<file path="src/rtl/shiftn_burst_if.sv">
// Handshake and data bundle for shiftn_burst: load/burst controls in,
// register contents and burst status out.
interface shiftn_burst_if #(
  parameter int N  = 8,
  parameter int CW = 4
);
  logic [N-1:0]  R;
  logic          Load;
  logic          Start;
  logic [CW-1:0] Len;
  logic          Dir;
  logic          Rot;
  logic          w;
  logic [N-1:0]  Q;
  logic          SerOut;
  logic          Busy;
  logic          Done;

  modport master (
    output R, Load, Start, Len, Dir, Rot, w,
    input  Q, SerOut, Busy, Done
  );

  modport slave (
    input  R, Load, Start, Len, Dir, Rot, w,
    output Q, SerOut, Busy, Done
  );
endinterface

</file>
<file path="src/rtl/shiftn_burst.sv">
// N-bit shift register with parallel load and a counted burst engine that
// shifts/rotates Len times after a single Start, then pulses Done.
//
// state | meaning
// IDLE  | accepts Load (priority) or Start; register holds otherwise
// SHIFT | one shift per edge with latched Dir/Rot until counter reaches 0
module shiftn_burst #(
  parameter int N  = 8,
  parameter int CW = 4
) (
  input  logic           Clock,
  input  logic           Resetn,
  shiftn_burst_if.slave  bus
);

  typedef enum logic {IDLE, SHIFT} state_t;

  state_t        state_q, state_d;
  logic [N-1:0]  q_q, q_d;
  logic [CW-1:0] cnt_q, cnt_d;
  logic          ser_q, ser_d;
  logic          busy_q, busy_d;
  logic          done_q, done_d;
  logic          dir_q, dir_d;
  logic          rot_q, rot_d;
  logic          fill;

  always_ff @(posedge Clock or negedge Resetn) begin
    if (!Resetn) begin
      state_q <= IDLE;
      q_q     <= '0;
      cnt_q   <= '0;
      ser_q   <= 1'b0;
      busy_q  <= 1'b0;
      done_q  <= 1'b0;
      dir_q   <= 1'b0;
      rot_q   <= 1'b0;
    end else begin
      state_q <= state_d;
      q_q     <= q_d;
      cnt_q   <= cnt_d;
      ser_q   <= ser_d;
      busy_q  <= busy_d;
      done_q  <= done_d;
      dir_q   <= dir_d;
      rot_q   <= rot_d;
    end
  end

  always_comb begin
    state_d = state_q;
    q_d     = q_q;
    cnt_d   = cnt_q;
    ser_d   = ser_q;
    done_d  = 1'b0;
    dir_d   = dir_q;
    rot_d   = rot_q;
    fill    = 1'b0;

    unique case (state_q)
      IDLE: begin
        if (bus.Load) begin
          q_d = bus.R;
        end else if (bus.Start) begin
          if (bus.Len != '0) begin
            dir_d   = bus.Dir;
            rot_d   = bus.Rot;
            cnt_d   = bus.Len;
            state_d = SHIFT;
          end else begin
            done_d = 1'b1;
          end
        end
      end
      SHIFT: begin
        // Shift direction/rotate come from the values latched at Start.
        if (dir_q) begin
          fill  = rot_q ? q_q[N-1] : bus.w;
          q_d   = {q_q[N-2:0], fill};
          ser_d = q_q[N-1];
        end else begin
          fill  = rot_q ? q_q[0] : bus.w;
          q_d   = {fill, q_q[N-1:1]};
          ser_d = q_q[0];
        end
        cnt_d = cnt_q - CW'(1);
        if (cnt_q == CW'(1)) begin
          state_d = IDLE;
          done_d  = 1'b1;
        end
      end
      default: state_d = IDLE;
    endcase

    busy_d = (state_d == SHIFT);
  end

  assign bus.Q      = q_q;
  assign bus.SerOut = ser_q;
  assign bus.Busy   = busy_q;
  assign bus.Done   = done_q;

endmodule

</file>
<file path="src/flat_wrapper.sv">
// flat-port wrapper written by rule: the top's interface ports become plain ports
module shiftn_burst_flat 
#(
  parameter int N  = 8,
  parameter int CW = 4
)
  (Clock, Resetn, bus_R, bus_Load, bus_Start, bus_Len, bus_Dir, bus_Rot, bus_w, bus_Q, bus_SerOut, bus_Busy, bus_Done);
  shiftn_burst_if #(.N(N), .CW(CW)) bus_i ();
  input  logic Clock;
  input  logic Resetn;
  input wire logic [$bits(bus_i.R)-1:0] bus_R;
  input wire logic [$bits(bus_i.Load)-1:0] bus_Load;
  input wire logic [$bits(bus_i.Start)-1:0] bus_Start;
  input wire logic [$bits(bus_i.Len)-1:0] bus_Len;
  input wire logic [$bits(bus_i.Dir)-1:0] bus_Dir;
  input wire logic [$bits(bus_i.Rot)-1:0] bus_Rot;
  input wire logic [$bits(bus_i.w)-1:0] bus_w;
  output wire logic [$bits(bus_i.Q)-1:0] bus_Q;
  output wire logic [$bits(bus_i.SerOut)-1:0] bus_SerOut;
  output wire logic [$bits(bus_i.Busy)-1:0] bus_Busy;
  output wire logic [$bits(bus_i.Done)-1:0] bus_Done;
  assign bus_i.R = bus_R;
  assign bus_i.Load = bus_Load;
  assign bus_i.Start = bus_Start;
  assign bus_i.Len = bus_Len;
  assign bus_i.Dir = bus_Dir;
  assign bus_i.Rot = bus_Rot;
  assign bus_i.w = bus_w;
  assign bus_Q = bus_i.Q;
  assign bus_SerOut = bus_i.SerOut;
  assign bus_Busy = bus_i.Busy;
  assign bus_Done = bus_i.Done;
  shiftn_burst #(.N(N), .CW(CW)) u_core (.Clock(Clock), .Resetn(Resetn), .bus(bus_i));
endmodule
</file>
<file path="config.mk">
export PLATFORM = sky130hd
export DESIGN_NAME = shiftn_burst_flat
export DESIGN_NICKNAME = d
export VERILOG_FILES = /design/src/rtl/shiftn_burst_if.sv /design/src/rtl/shiftn_burst.sv /design/src/flat_wrapper.sv
export SDC_FILE = /design/constraint.sdc
export NUM_CORES = 1
export LEC_CHECK = 0
export ABC_CLOCK_PERIOD_IN_PS = 1530
export CAP_MARGIN = 40
export CORE_MARGIN = 2
export CORE_UTILIZATION = 30
export CTS_CLUSTER_SIZE = 20
export DETAILED_ROUTE_END_ITERATION = 16
export PLACE_DENSITY = 0.58
export SETUP_SLACK_MARGIN = 0.1
export SYNTH_ARGS = -nofsm -noshare
export SYNTH_HDL_FRONTEND = slang
export SYNTH_SLANG_ARGS = --single-unit
</file>
<file path="constraint.sdc">
create_clock -name Clock -period 1.53 [get_ports Clock]
set_clock_uncertainty 0.1 [all_clocks]
set_input_delay 0.306 -clock Clock [delete_from_list [all_inputs] [get_ports Clock]]
set_output_delay 0.306 -clock Clock [all_outputs]
set_load 0.005 [all_outputs]
</file>
## Word level (Yosys, flattened, before mapping)

Cells that the tools add are included.

- Register bits after elaboration: 17
- Input bits: 19
- Output and inout bits: 11
- Word-level logic and storage cells: 38

- Add/subtract/negate cells: 1
- Equality and inequality tests: 5
- Muxes and demuxes: 20
- Bitwise gates (word level): 2
- Reduce and logical (&&, ||, !) cells: 3

Operator list:

| kind | count |
|---|---|
| $mux 8 | 2 |
| $pmux 8 s2 | 1 |
| $mux 4 | 3 |
| $mux 1 | 11 |
| $pmux 4 s2 | 1 |
| $ne 2x2->1 const B | 3 |
| $eq 4x1->1 const B | 1 |
| $pmux 1 s2 | 2 |
| $reduce_and 4->1 | 1 |
| $reduce_bool 4->1 | 1 |
| $sub 4x1->4 const B | 1 |
| $reduce_and 3->1 | 1 |
| $ne 2x1->1 const B | 1 |
| $not 1->1 | 2 |

## Longest topological paths before layout

Gate-level depths: netlist of the first run.

- Word-level depth: 5
- Depth in mapped cells: 4
- Mapped depth without buffers: 4

## Least setup slack after synthesis of the first run

No wires, ideal clock.

- Path kind: input port to flip-flop
- Start: in bus_Len[2]
- End: reg u_core.dir_q
- Setup time: 0.125 ns
- Data arrival time: 1.102 ns
- Data required time: 1.305 ns
- Path slack: 0.203 ns
- Stages on the path: 3
- Buffers on the path: 0
- Cells stage by stage: nor4_1 > or3_4 > mux2_4

- Word-level cells in the longest chain between the ends: 2

Ends and longest elaborated chain:

| item | line | text |
|---|---|---|
| start, declared | flat_wrapper.sv:14 | `input wire logic [$bits(bus_i.Len)-1:0] bus_Len;` |
| $reduce_bool 4->1 | shiftn_burst.sv:65 | `if (bus.Len != '0) begin` |
| $reduce_and 4->1 (no source line) | -- |  |
| end signal, assigned | shiftn_burst.sv:45 | `dir_q <= dir_d;` |
| end, declared | shiftn_burst.sv:24 | `logic dir_q, dir_d;` |

No other way between the ends.
A chain may end at the register's enable or synchronous reset.

## Worst setup path after layout of the first run

- Start: reg u_core.state_q
- End: reg u_core.dir_q

- Word-level cells in the longest chain between the ends: 2

Ends and longest elaborated chain:

| item | line | text |
|---|---|---|
| start, declared | shiftn_burst.sv:18 | `state_t state_q, state_d;` |
| start signal, assigned | shiftn_burst.sv:39 | `state_q <= state_d;` |
| $not 1->1 (no source line) | -- |  |
| $reduce_and 4->1 (no source line) | -- |  |

No other way between the ends.

==> results of run 1 <==
==> sequential cells by signal, indices dropped and copies added, names as in the netlist <==
signal and count:
u_core.bus.Q 8, u_core.dir_q 1, u_core.rot_q 1, u_core.bus.Done 1
u_core.state_q 1, u_core.bus.SerOut 1, u_core.cnt_q 4
==> per-stage QoR <==
step           power (uW)  cells  utilization
6_report             2460    185        0.477
5_1_grt              2680    185        0.477
4_1_cts              2480    185        0.476
3_5_place_dp         2170    173        0.452
3_3_place_gp         2150    173        0.452
2_1_floorplan        1580     94            -
==> repair_timing <==
item,4_1_cts,5_1_grt
resized for setup,18,1
setup buffers,8,0
hold buffers,0,0
endpoints found under the setup margin,13,2
pin swaps,2,1
==> cell usage after synthesis <==
cell	n	area, sq um
a22oi_1	4	30.0
nand2_1	2	7.51
buf_2	2	10.0
nor2b_1	8	50.1
a21oi_1	11	55.1
mux2i_1	9	90.1
xnor2_1	2	17.5
o22ai_1	2	12.5
dfrtp_1	17	425
o21ai_0	7	35.0
nor2_1	2	7.51
nand2b_4	1	13.8
nor3_1	5	25.0
or3_4	1	11.3
mux2_4	2	30.0
a211oi_1	8	60.1
ha_1	2	25.0
a21bo_2	1	10.0
nand3_1	1	5.00
inv_1	3	11.3
clkbuf_1	3	11.3
nor4_1	1	6.26
==> worst max-delay path, cell delays in order, from the launching register on <==
cell     delay [ns]
dfrtp_1        0.40
buf_6          0.12
or3_4          0.35
mux2_4         0.30
==> cell type report <==
class,count,area share
repair buffers,48,0.296
well taps,44,0.0381
inverters,3,0.00780
multi-input cells,69,0.345
clock buffers,4,0.0182
flip-flops and latches,17,0.295
==> worst paths after layout <==
kind,to,slack (ns),cells past startpoint
max,u_core.dir_q$_DFFE_PN0P_,0.15,3
min,u_core.cnt_q[0]$_DFFE_PN0P_,0.23,2
max reg2reg,u_core.dir_q$_DFFE_PN0P_,0.15,3
min reg2reg,u_core.bus.SerOut$_DFFE_PN0P_,0.45,2
max in group asynchronous,u_core.bus.SerOut$_DFFE_PN0P_,0.90,2
min in group Clock,u_core.bus.Done$_DFF_PN0_,0.35,4
==> where the power goes <==
part	switching, uW	internal [uW]
registers	178	676
logic	575	788
clock network	141	101
==> kinds of logic after synthesis <==
kind of cell | share of synthesized area
AOI/OAI and AO/OA | 0.213
and+or+nand+nor | 0.133
DFF | 0.448
muxes | 0.126
buffers and inverters | 0.0343
xor gates and xnor gates | 0.0184
adders and majority gates | 0.0263
==> routing by layer <==
layer	GRT usage	routed length, um	vias to the layer above
met2	0.211	1030	33
met1	0.178	1100	395
met4	0.0476	3	0
met5	0	0	-
met3	0.0455	164	2
li1	-	-	441
==> flow_results.xml, run 1 <==
<?xml version="1.0" encoding="UTF-8"?>
<metrics>
  <group name="outcome">
    <metric name="status" unit="">completed</metric>
  </group>
  <group name="pwr">
    <metric name="leakage" unit="uW">0.000642</metric>
    <metric name="power_per_cell_area" unit="nW/um^2">1700</metric>
    <metric name="power.ir.vdd_worst" unit="uV">689</metric>
  </group>
  <group name="floorplan">
    <metric name="fp-row-count" unit="">20</metric>
    <metric name="core" unit="sq um">3030</metric>
    <metric name="floorplan.die.height" unit="um">60.3</metric>
    <metric name="die-area" unit="sq um">3630</metric>
    <metric name="io_pins" unit="">30</metric>
    <metric name="chipWidth" unit="um">60.3</metric>
    <metric name="floorplan.initialDensity" unit="">0.314</metric>
  </group>
  <group name="sta">
    <metric name="tns" unit="ns">0</metric>
    <metric name="final_setup_violating_endpoints" unit="">0</metric>
    <metric name="final_min_period_over_clock_period" unit="">0.903</metric>
    <metric name="final_critical_delay_including_setup_and_external_delays" unit="ns">1.38</metric>
    <metric name="grt_setup_unrepaired" unit="">false</metric>
    <metric name="final_max_slew_viol_count" unit="">0</metric>
    <metric name="maxClockFrequency" unit="MHz">723</metric>
    <metric name="fin_worst_hold_slack" unit="ns">0.231</metric>
    <metric name="timing.final.ws_setup" unit="ns">0.148</metric>
    <metric name="worst_slew_margin_rel" unit="">0.813</metric>
    <metric name="report.final.hold_viol_count" unit="">0</metric>
    <metric name="worst_slew_pin_slew" unit="ns">0.278</metric>
  </group>
  <group name="synth">
    <metric name="netlist_area" unit="sq um">950</metric>
    <metric name="postSynthCellCount" unit="">94</metric>
    <metric name="sequential_fraction_of_the_synthesis_area" unit="">0.448</metric>
    <metric name="mean_instance_size_in_the_synthesized_netlist" unit="sq um">10.1</metric>
    <metric name="synth_fp_nets" unit="">115</metric>
    <metric name="yosys_warnings" unit="">0</metric>
    <metric name="netlist-cell-type-count" unit="">22</metric>
    <metric name="synth_seq_cells" unit="">17</metric>
  </group>
  <group name="global_route">
    <metric name="number_of_antenna_violations_at_the_first_check_in_global_routing" unit="">0</metric>
    <metric name="overall_global_routing_usage" unit="">0.137</metric>
    <metric name="gr-total-overflow" unit="">0</metric>
    <metric name="grt_start_max_net_pins" unit="">30</metric>
    <metric name="grt_first_pass_wirelength" unit="mm">3.66</metric>
    <metric name="grt_pass1_vias" unit="">802</metric>
  </group>
  <group name="clocking">
    <metric name="insertion_delay" unit="ns">0.29</metric>
    <metric name="cts-root-to-sink-buffers" unit="">2</metric>
    <metric name="clk_pin_slew_worst_paths" unit="ns">0.10</metric>
    <metric name="clk_root_buffer_cell" unit="">clkbuf_4</metric>
    <metric name="cts_tree" unit="">yes</metric>
    <metric name="cts.sinks" unit="">17</metric>
    <metric name="cts_inserted_buffers" unit="">3</metric>
    <metric name="ctsHtreeMaxLevel" unit="">1</metric>
  </group>
  <group name="final_layout">
    <metric name="final_design_area_excluding_fillers" unit="sq um">1440</metric>
    <metric name="multi_input_logic_area" unit="sq um">498</metric>
    <metric name="final_layout_size_suffix_gt1_frac" unit="">0.199</metric>
    <metric name="layout.area.seq" unit="sq um">425</metric>
    <metric name="final_net_count" unit="">163</metric>
    <metric name="fillCellCount" unit="">303</metric>
    <metric name="number_of_antenna_cells_inserted" unit="">0</metric>
    <metric name="final_cell_mix" unit="">17 x dlygate4sd2_1, 17 x buf_4, 17 x dfrtp_1</metric>
    <metric name="area_delta_synth_final" unit="%">52.0</metric>
  </group>
  <group name="worst_setup_path">
    <metric name="crit_path_end_kind" unit="">flip-flop</metric>
    <metric name="kind_of_launch_point_of_the_worst_setup_path" unit="">flip-flop</metric>
    <metric name="path_max_fanout" unit="">3</metric>
    <metric name="setup.worst_path.class" unit="">flip-flop to flip-flop</metric>
    <metric name="crit_start" unit="">u_core.state_q$_DFF_PN0_</metric>
    <metric name="r2r_start" unit="">u_core.state_q$_DFF_PN0_</metric>
    <metric name="cp.arrival" unit="ns">1.46</metric>
    <metric name="timing.critical_path.required" unit="ns">1.61</metric>
  </group>
  <group name="route">
    <metric name="viasPerCell" unit="">4.71</metric>
    <metric name="first_iter_violations" unit="">25</metric>
    <metric name="drt-wirelength-per-cell" unit="um">12.4</metric>
    <metric name="drt_antenna_net_count" unit="">0</metric>
    <metric name="detail_route.first_pass.iterations" unit="">4</metric>
    <metric name="drcViolationCount" unit="">0</metric>
    <metric name="via_count_of_the_routed_design" unit="">871</metric>
    <metric name="routed_wirelength" unit="mm">2.29</metric>
  </group>
  <group name="hold_path">
    <metric name="hold_class" unit="">input pin to asynchronous set/reset pin</metric>
  </group>
  <group name="place">
    <metric name="gp_congestion" unit="">0.723</metric>
    <metric name="dpl.hpwl" unit="mm">1.59</metric>
    <metric name="placedInstanceArea" unit="sq um">1370</metric>
    <metric name="post_placement_worst_setup_slack" unit="ns">-0.356</metric>
    <metric name="io_buffers" unit="">29</metric>
  </group>
  <group name="run">
    <metric name="maxCapViolations" unit="">0</metric>
  </group>
</metrics>
No activity file was read; power rests on OpenSTA's default activity.
==> run 2: changes to the inputs <==
--- a/config.mk
+++ b/config.mk
@@ -7,11 +7,13 @@
 export LEC_CHECK = 0
 export ABC_CLOCK_PERIOD_IN_PS = 1530
 export CAP_MARGIN = 40
+export CELL_PAD_IN_SITES_DETAIL_PLACEMENT = 0
+export CELL_PAD_IN_SITES_GLOBAL_PLACEMENT = 1
 export CORE_MARGIN = 2
 export CORE_UTILIZATION = 30
 export CTS_CLUSTER_SIZE = 20
 export DETAILED_ROUTE_END_ITERATION = 16
-export PLACE_DENSITY = 0.58
+export PLACE_DENSITY = 0.72
 export SETUP_SLACK_MARGIN = 0.1
 export SYNTH_ARGS = -nofsm -noshare
 export SYNTH_HDL_FRONTEND = slang
==> flow_results.xml, run 2 (synthesized netlist as in run 1, its figures left out) <==
<?xml version="1.0" encoding="UTF-8"?>
<metrics>
  <group name="route">
    <metric name="drt_antenna_net_count" unit="">0</metric>
    <metric name="drt-wirelength-per-cell" unit="um">12.5</metric>
    <metric name="drcViolationCount" unit="">0</metric>
    <metric name="detail_route.first_pass.iterations" unit="">4</metric>
    <metric name="via_count_of_the_routed_design" unit="">897</metric>
    <metric name="routed_wirelength" unit="mm">2.33</metric>
    <metric name="viasPerCell" unit="">4.82</metric>
    <metric name="first_iter_violations" unit="">16</metric>
  </group>
  <group name="run">
    <metric name="maxCapViolations" unit="">0</metric>
  </group>
  <group name="global_route">
    <metric name="grt.met2_usage" unit="">0.222</metric>
    <metric name="overall_global_routing_usage" unit="">0.148</metric>
    <metric name="grt_pass1_vias" unit="">827</metric>
    <metric name="most_used_layer_global_route" unit="">met2</metric>
    <metric name="grt_start_max_net_pins" unit="">30</metric>
    <metric name="grt_first_pass_wirelength" unit="mm">3.90</metric>
    <metric name="grtUsageMet3" unit="">0.0260</metric>
    <metric name="gr-usage-met1" unit="">0.205</metric>
    <metric name="gr-total-overflow" unit="">0</metric>
    <metric name="number_of_antenna_violations_at_the_first_check_in_global_routing" unit="">0</metric>
  </group>
  <group name="place">
    <metric name="gp_congestion" unit="">0.741</metric>
    <metric name="io_buffers" unit="">29</metric>
    <metric name="dpl.hpwl" unit="mm">1.67</metric>
  </group>
  <group name="outcome">
    <metric name="status" unit="">completed</metric>
  </group>
  <group name="sta">
    <metric name="final_setup_violating_endpoints" unit="">0</metric>
    <metric name="grt_setup_unrepaired" unit="">true</metric>
    <metric name="final_min_period_over_clock_period" unit="">0.920</metric>
    <metric name="worst_slew_pin_slew" unit="ns">0.499</metric>
    <metric name="report.final.hold_viol_count" unit="">0</metric>
    <metric name="worst_slew_margin_rel" unit="">0.667</metric>
    <metric name="final_max_slew_viol_count" unit="">0</metric>
    <metric name="final_critical_delay_including_setup_and_external_delays" unit="ns">1.41</metric>
    <metric name="maxClockFrequency" unit="MHz">710</metric>
  </group>
  <group name="final_layout">
    <metric name="multi_input_logic_area" unit="sq um">492</metric>
    <metric name="number_of_antenna_cells_inserted" unit="">0</metric>
    <metric name="final_layout_size_suffix_gt1_frac" unit="">0.197</metric>
    <metric name="post-route-util" unit="">0.473</metric>
    <metric name="fillCellCount" unit="">310</metric>
    <metric name="area_delta_synth_final" unit="%">50.9</metric>
    <metric name="layout.area.seq" unit="sq um">425</metric>
    <metric name="max_ffs_per_register" unit="">8</metric>
    <metric name="final_common_cell" unit="">buf_4</metric>
    <metric name="final_cell_mix" unit="">19 x buf_4, 17 x dlygate4sd2_1, 17 x dfrtp_1</metric>
    <metric name="final_net_count" unit="">164</metric>
  </group>
  <group name="clocking">
    <metric name="cts_tree" unit="">yes</metric>
    <metric name="insertion_delay" unit="ns">0.29</metric>
    <metric name="cts-root-to-sink-buffers" unit="">2</metric>
    <metric name="clk_root_buffer_cell" unit="">clkbuf_4</metric>
    <metric name="clk_pin_slew_worst_paths" unit="ns">0.10</metric>
    <metric name="ctsHtreeMaxLevel" unit="">1</metric>
    <metric name="cts.sinks" unit="">17</metric>
    <metric name="cts_inserted_buffers" unit="">3</metric>
    <metric name="cts_hold_buffers_added" unit="">0</metric>
  </group>
  <group name="pwr">
    <metric name="fin_total_pwr" unit="uW">2430</metric>
    <metric name="power.ir.vdd_worst" unit="uV">653</metric>
    <metric name="power_per_cell_area" unit="nW/um^2">1690</metric>
    <metric name="leakage" unit="uW">0.000643</metric>
  </group>
  <group name="floorplan">
    <metric name="core" unit="sq um">3030</metric>
    <metric name="fp-row-count" unit="">20</metric>
    <metric name="floorplan.initialDensity" unit="">0.314</metric>
    <metric name="floorplan.die.height" unit="um">60.3</metric>
    <metric name="chipWidth" unit="um">60.3</metric>
    <metric name="io_pins" unit="">30</metric>
    <metric name="die-area" unit="sq um">3630</metric>
  </group>
  <group name="worst_setup_path">
    <metric name="setup.worst_path.class" unit="">flip-flop to flip-flop</metric>
    <metric name="cp.arrival" unit="ns">1.49</metric>
    <metric name="kind_of_launch_point_of_the_worst_setup_path" unit="">flip-flop</metric>
    <metric name="path_max_fanout" unit="">3</metric>
    <metric name="timing.critical_path.required" unit="ns">1.61</metric>
    <metric name="crit_path_end_kind" unit="">flip-flop</metric>
  </group>
  <group name="hold_path">
    <metric name="hold_class" unit="">input pin to asynchronous set/reset pin</metric>
  </group>
</metrics>
## run 2: cell type report
type,count,area share
Clock buffer,4,0.0183
Inverter,3,0.00786
Multi-Input combinational cell,69,0.343
Sequential cell,17,0.297
Tap cell,44,0.0384
Timing Repair Buffer,49,0.295
## run 2: timing repair
item,CTS,global route
pin swaps,1,0
setup buffers,8,0
resized for setup,17,1
endpoints found under the setup margin,13,2
## run 2: final timing paths
path	startpoint	to	slack, ns	cells past startpoint
setup / recovery	u_core.state_q$_DFF_PN0_	u_core.dir_q$_DFFE_PN0P_	0.12	3
setup reg to reg	u_core.state_q$_DFF_PN0_	u_core.dir_q$_DFFE_PN0P_	0.12	3
min in group Clock	u_core.bus.SerOut$_DFFE_PN0P_	u_core.bus.SerOut$_DFFE_PN0P_	0.44	2
hold reg to reg	u_core.bus.SerOut$_DFFE_PN0P_	u_core.bus.SerOut$_DFFE_PN0P_	0.44	2
max in group asynchronous	Resetn	u_core.cnt_q[3]$_DFFE_PN0P_	0.92	2
hold / removal	Resetn	u_core.bus.Q[7]$_DFFE_PN0P_	0.23	2
## run 2: per-stage QoR
stage	instances	cell area (sq um)	TNS, ns	hold slack [ns]	setup WS (ns)
6_report	186	1430	0	0.227	0.122
2_1_floorplan	94	950	0	-0.0896	0.203
5_1_grt	186	1430	0	0.255	0.0795
3_5_place_dp	174	1360	-2.08	0.418	-0.370
3_3_place_gp	174	1360	-2.12	0.426	-0.348
4_1_cts	186	1430	0	0.229	0.112
## run 2: critical path, stage by stage (launching register included)
cell	delay (ns)
dfrtp_1	0.39
buf_6	0.12
or3_4	0.38
mux2_4	0.31
## run 2: report_power, final
group	leakage (uW)	internal [uW]	total, uW	switching (uW)
registers	0.000195	675	884	208
clock network	0.0000150	101	245	143
logic	0.000432	756	1300	544
## run 2: per-layer routing
layer  vias up  part of all wire
met3         2             0.021
li1        444                 -
met5         -                 0
met4         0             0.012
met2        14              0.49
met1       437              0.48
==> edit: new RTL, config.mk and constraints of run 1 <==
`CW` is set to 4 in 3 places; all go to 5.
--- a/src/rtl/shiftn_burst_if.sv
+++ b/src/rtl/shiftn_burst_if.sv
@@ -2,7 +2,7 @@
 // register contents and burst status out.
 interface shiftn_burst_if #(
   parameter int N  = 8,
-  parameter int CW = 4
+  parameter int CW = 5
 );
   logic [N-1:0]  R;
   logic          Load;
--- a/src/rtl/shiftn_burst.sv
+++ b/src/rtl/shiftn_burst.sv
@@ -6,7 +6,7 @@
 // SHIFT | one shift per edge with latched Dir/Rot until counter reaches 0
 module shiftn_burst #(
   parameter int N  = 8,
-  parameter int CW = 4
+  parameter int CW = 5
 ) (
   input  logic           Clock,
   input  logic           Resetn,
--- a/src/flat_wrapper.sv
+++ b/src/flat_wrapper.sv
@@ -2,7 +2,7 @@
 module shiftn_burst_flat 
 #(
   parameter int N  = 8,
-  parameter int CW = 4
+  parameter int CW = 5
 )
   (Clock, Resetn, bus_R, bus_Load, bus_Start, bus_Len, bus_Dir, bus_Rot, bus_w, bus_Q, bus_SerOut, bus_Busy, bus_Done);
   shiftn_burst_if #(.N(N), .CW(CW)) bus_i ();
Ports: changed (resized bus_Len); port bits go from 30 to 31. The function was not compared with the original's and may differ.
==> edit against run 1 <==
- area after synthesis rose by 8.7%
- worst setup slack worse by 0.050 ns
- global-route usage up 0.86 points
- total power is 12% higher
- worst hold slack improved by 0.0024 ns
- register-to-register slack improved by 0.02 ns
- sequential cell count is 1 higher
- routed wire length is 19% higher
- maximum frequency fell by 3.5%
- non-clock buffer count grew 3
- design area grew 11%
- critical endpoint is now u_core.rot_q
- largest cell class unchanged
- highest routed layer unchanged
==> edit: results (changes against run 1) <==
----------------------------------------------------
[Run status]
  Run status ... complete, no violations

[Routing]
  Initial DRC count ... 31 (+24%)
  Detailed-routed wire length on met3 ... 179 um (+9.1%)
  Routed WL ... 2.73 mm (+19%)
  Met1 routed wirelength after detailed routing ... 1.26 mm (+15%)
  Sum of met2 wire segment lengths after detailed routing ... 1.28 mm (+25%)
  DRT antenna net count ... 0 (unchanged)
  Vias ... 971 (+11%)

[Final layout]
  Net total in the final layout ... 173 (+6.1%)
  Flip-flop count of the largest register after layout ... 8 (unchanged)
  Number of inserted filler cells in the final layout ... 337 (+11%)
  Ratio of cells with drive above 1 in the final layout ... 27.3% (+7.5 points)

[Yosys]
  Number of nets in the synthesized netlist ... 123 (+7.0%)
  Proportion of synthesized chip area in sequential cells ... 43.6% (-1.2 points)
  Commonest cells post-synth ... sky130_fd_sc_hd__dfrtp_1, sky130_fd_sc_hd__mux2i_1, sky130_fd_sc_hd__a21oi_1
  Warnings, synthesis ... 0 (unchanged)
  Area contributors post-synth ... sky130_fd_sc_hd__dfrtp_1, sky130_fd_sc_hd__mux2i_1, sky130_fd_sc_hd__a211oi_1
  Most frequently used flop master after synthesis ... sky130_fd_sc_hd__dfrtp_1
  Unique masters post-synth ... 33 (+50%)

[Critical path]
  Delay of the slowest cell on the worst path ... 0.56 ns (+0.16 ns)
  Slowest-stage cell, CP ... sky130_fd_sc_hd__or4_4
  Critical path origin ... bus_Len[0]
  Kind of cell adding the most delay to the critical path ... simple AND/OR/NAND/NOR gates
  Worst R2R Path Depth ... 5 (+2)
  Biggest fanout along the worst timing path ... 3 (unchanged)
  FF-to-FF Start ... u_core.cnt_q[0]

[Place]
  Dpl hpwl ... 1.95 mm (+23%)
  Count of buffers from port buffering ... 30 (+3.4%)
  Weighted congestion at the end of routability-driven global placement ... 0.781 (+8.1%)

[Power]
  Leakage power ... 0.718 nW (+12%)
  Switching share of total power ... 37.7% (+1.4 points)
  Part of the power in combinational logic ... 54.5% (-0.9 points)
  Maximum VDD drop ... 0.806 mV (+17%)
  Clock group ... 0.000298 W (+23%)

[GRT]
  Pin count of the biggest net entering global routing ... 19 (-37%)
  Global Route Usage Sum ... 14.5% (+0.86 points)
  Number of global-route vias before repair ... 1,024 (+28%)
  Initial antenna violation count ... 0 (unchanged)
  Met1 usage in global routing ... 18.7% (+0.89 points)
  Global-route wire length before repair ... 4.57 mm (+25%)
  Global Route met3 Usage ... 3.96% (-0.58 points)
  Met2 Track Usage GR ... 24.1% (+2.9 points)

[Timing]
  Final Max Tran Viols ... 0 (unchanged)
  Transition time of the tightest slew-check pin ... 0.505 ns (+0.227 ns)

[Clocking]
  Number of CTS-inserted buffers ... 3 (unchanged)
  Clk_lat worst skew ... 0.29 ns (about the same)
  Clock slew seen by the registers of the worst setup and hold paths ... 0.11 ns

----------------------------------------------------
-- edit: cell families after synthesis --
family	count (synthesis)	share of synthesized area, %
mux	13	12.8
xor+xnor	2	1.70
flops	18	43.6
fa+ha+maj	2	2.42
compound gates	33	22.3
buf+inv	10	3.76
simple gates	23	13.3
-- edit: metrics by stage --
step / power (W) / util, % / instances / worst slack [ns] / area, um2
after floorplan: 0.00170 / - / 101 / -0.0676 / 1030
final: 0.00276 / 48.5 / 196 / 0.0981 / 1610
after CTS: 0.00265 / 46.9 / 194 / 0.0840 / 1550
after detailed placement: 0.00230 / 44.4 / 185 / -0.609 / 1470
after global placement: 0.00230 / 44.4 / 185 / -0.549 / 1470
after global routing: 0.00299 / 48.5 / 196 / 0.0949 / 1610
-- edit: timing repair --
| action | CTS | global route |
|---|---|---|
| endpoints found under the setup margin | 20 | 7 |
| resized for setup | 32 | 10 |
| hold buffers | 0 | 0 |
| gates cloned | 0 | 0 |
| pin swaps | 2 | 1 |
| endpoints found under the hold margin | 0 | 0 |
| setup buffers | 5 | 2 |
-- edit: final timing paths --
kind                                     end  slack [ns]
setup / recovery                u_core.rot_q         0.1
hold / removal               u_core.bus.Done        0.23
setup reg to reg             u_core.cnt_q[4]        0.17
hold reg to reg            u_core.bus.SerOut        0.46
max in group asynchronous  u_core.bus.SerOut        0.89
min in group Clock           u_core.cnt_q[0]        0.32
-- edit: area by class of cell --
| type | count | area [um2] | area share (%) |
|---|---|---|---|
| Multi-Input combinational cell | 73 | 599 | 37.3 |
| Sequential cell | 18 | 450 | 28.0 |
| Timing Repair Buffer | 51 | 444 | 27.6 |
| Tap cell | 46 | 57.6 | 3.58 |
| Clock buffer | 4 | 36.3 | 2.26 |
| Inverter | 4 | 18.8 | 1.17 |
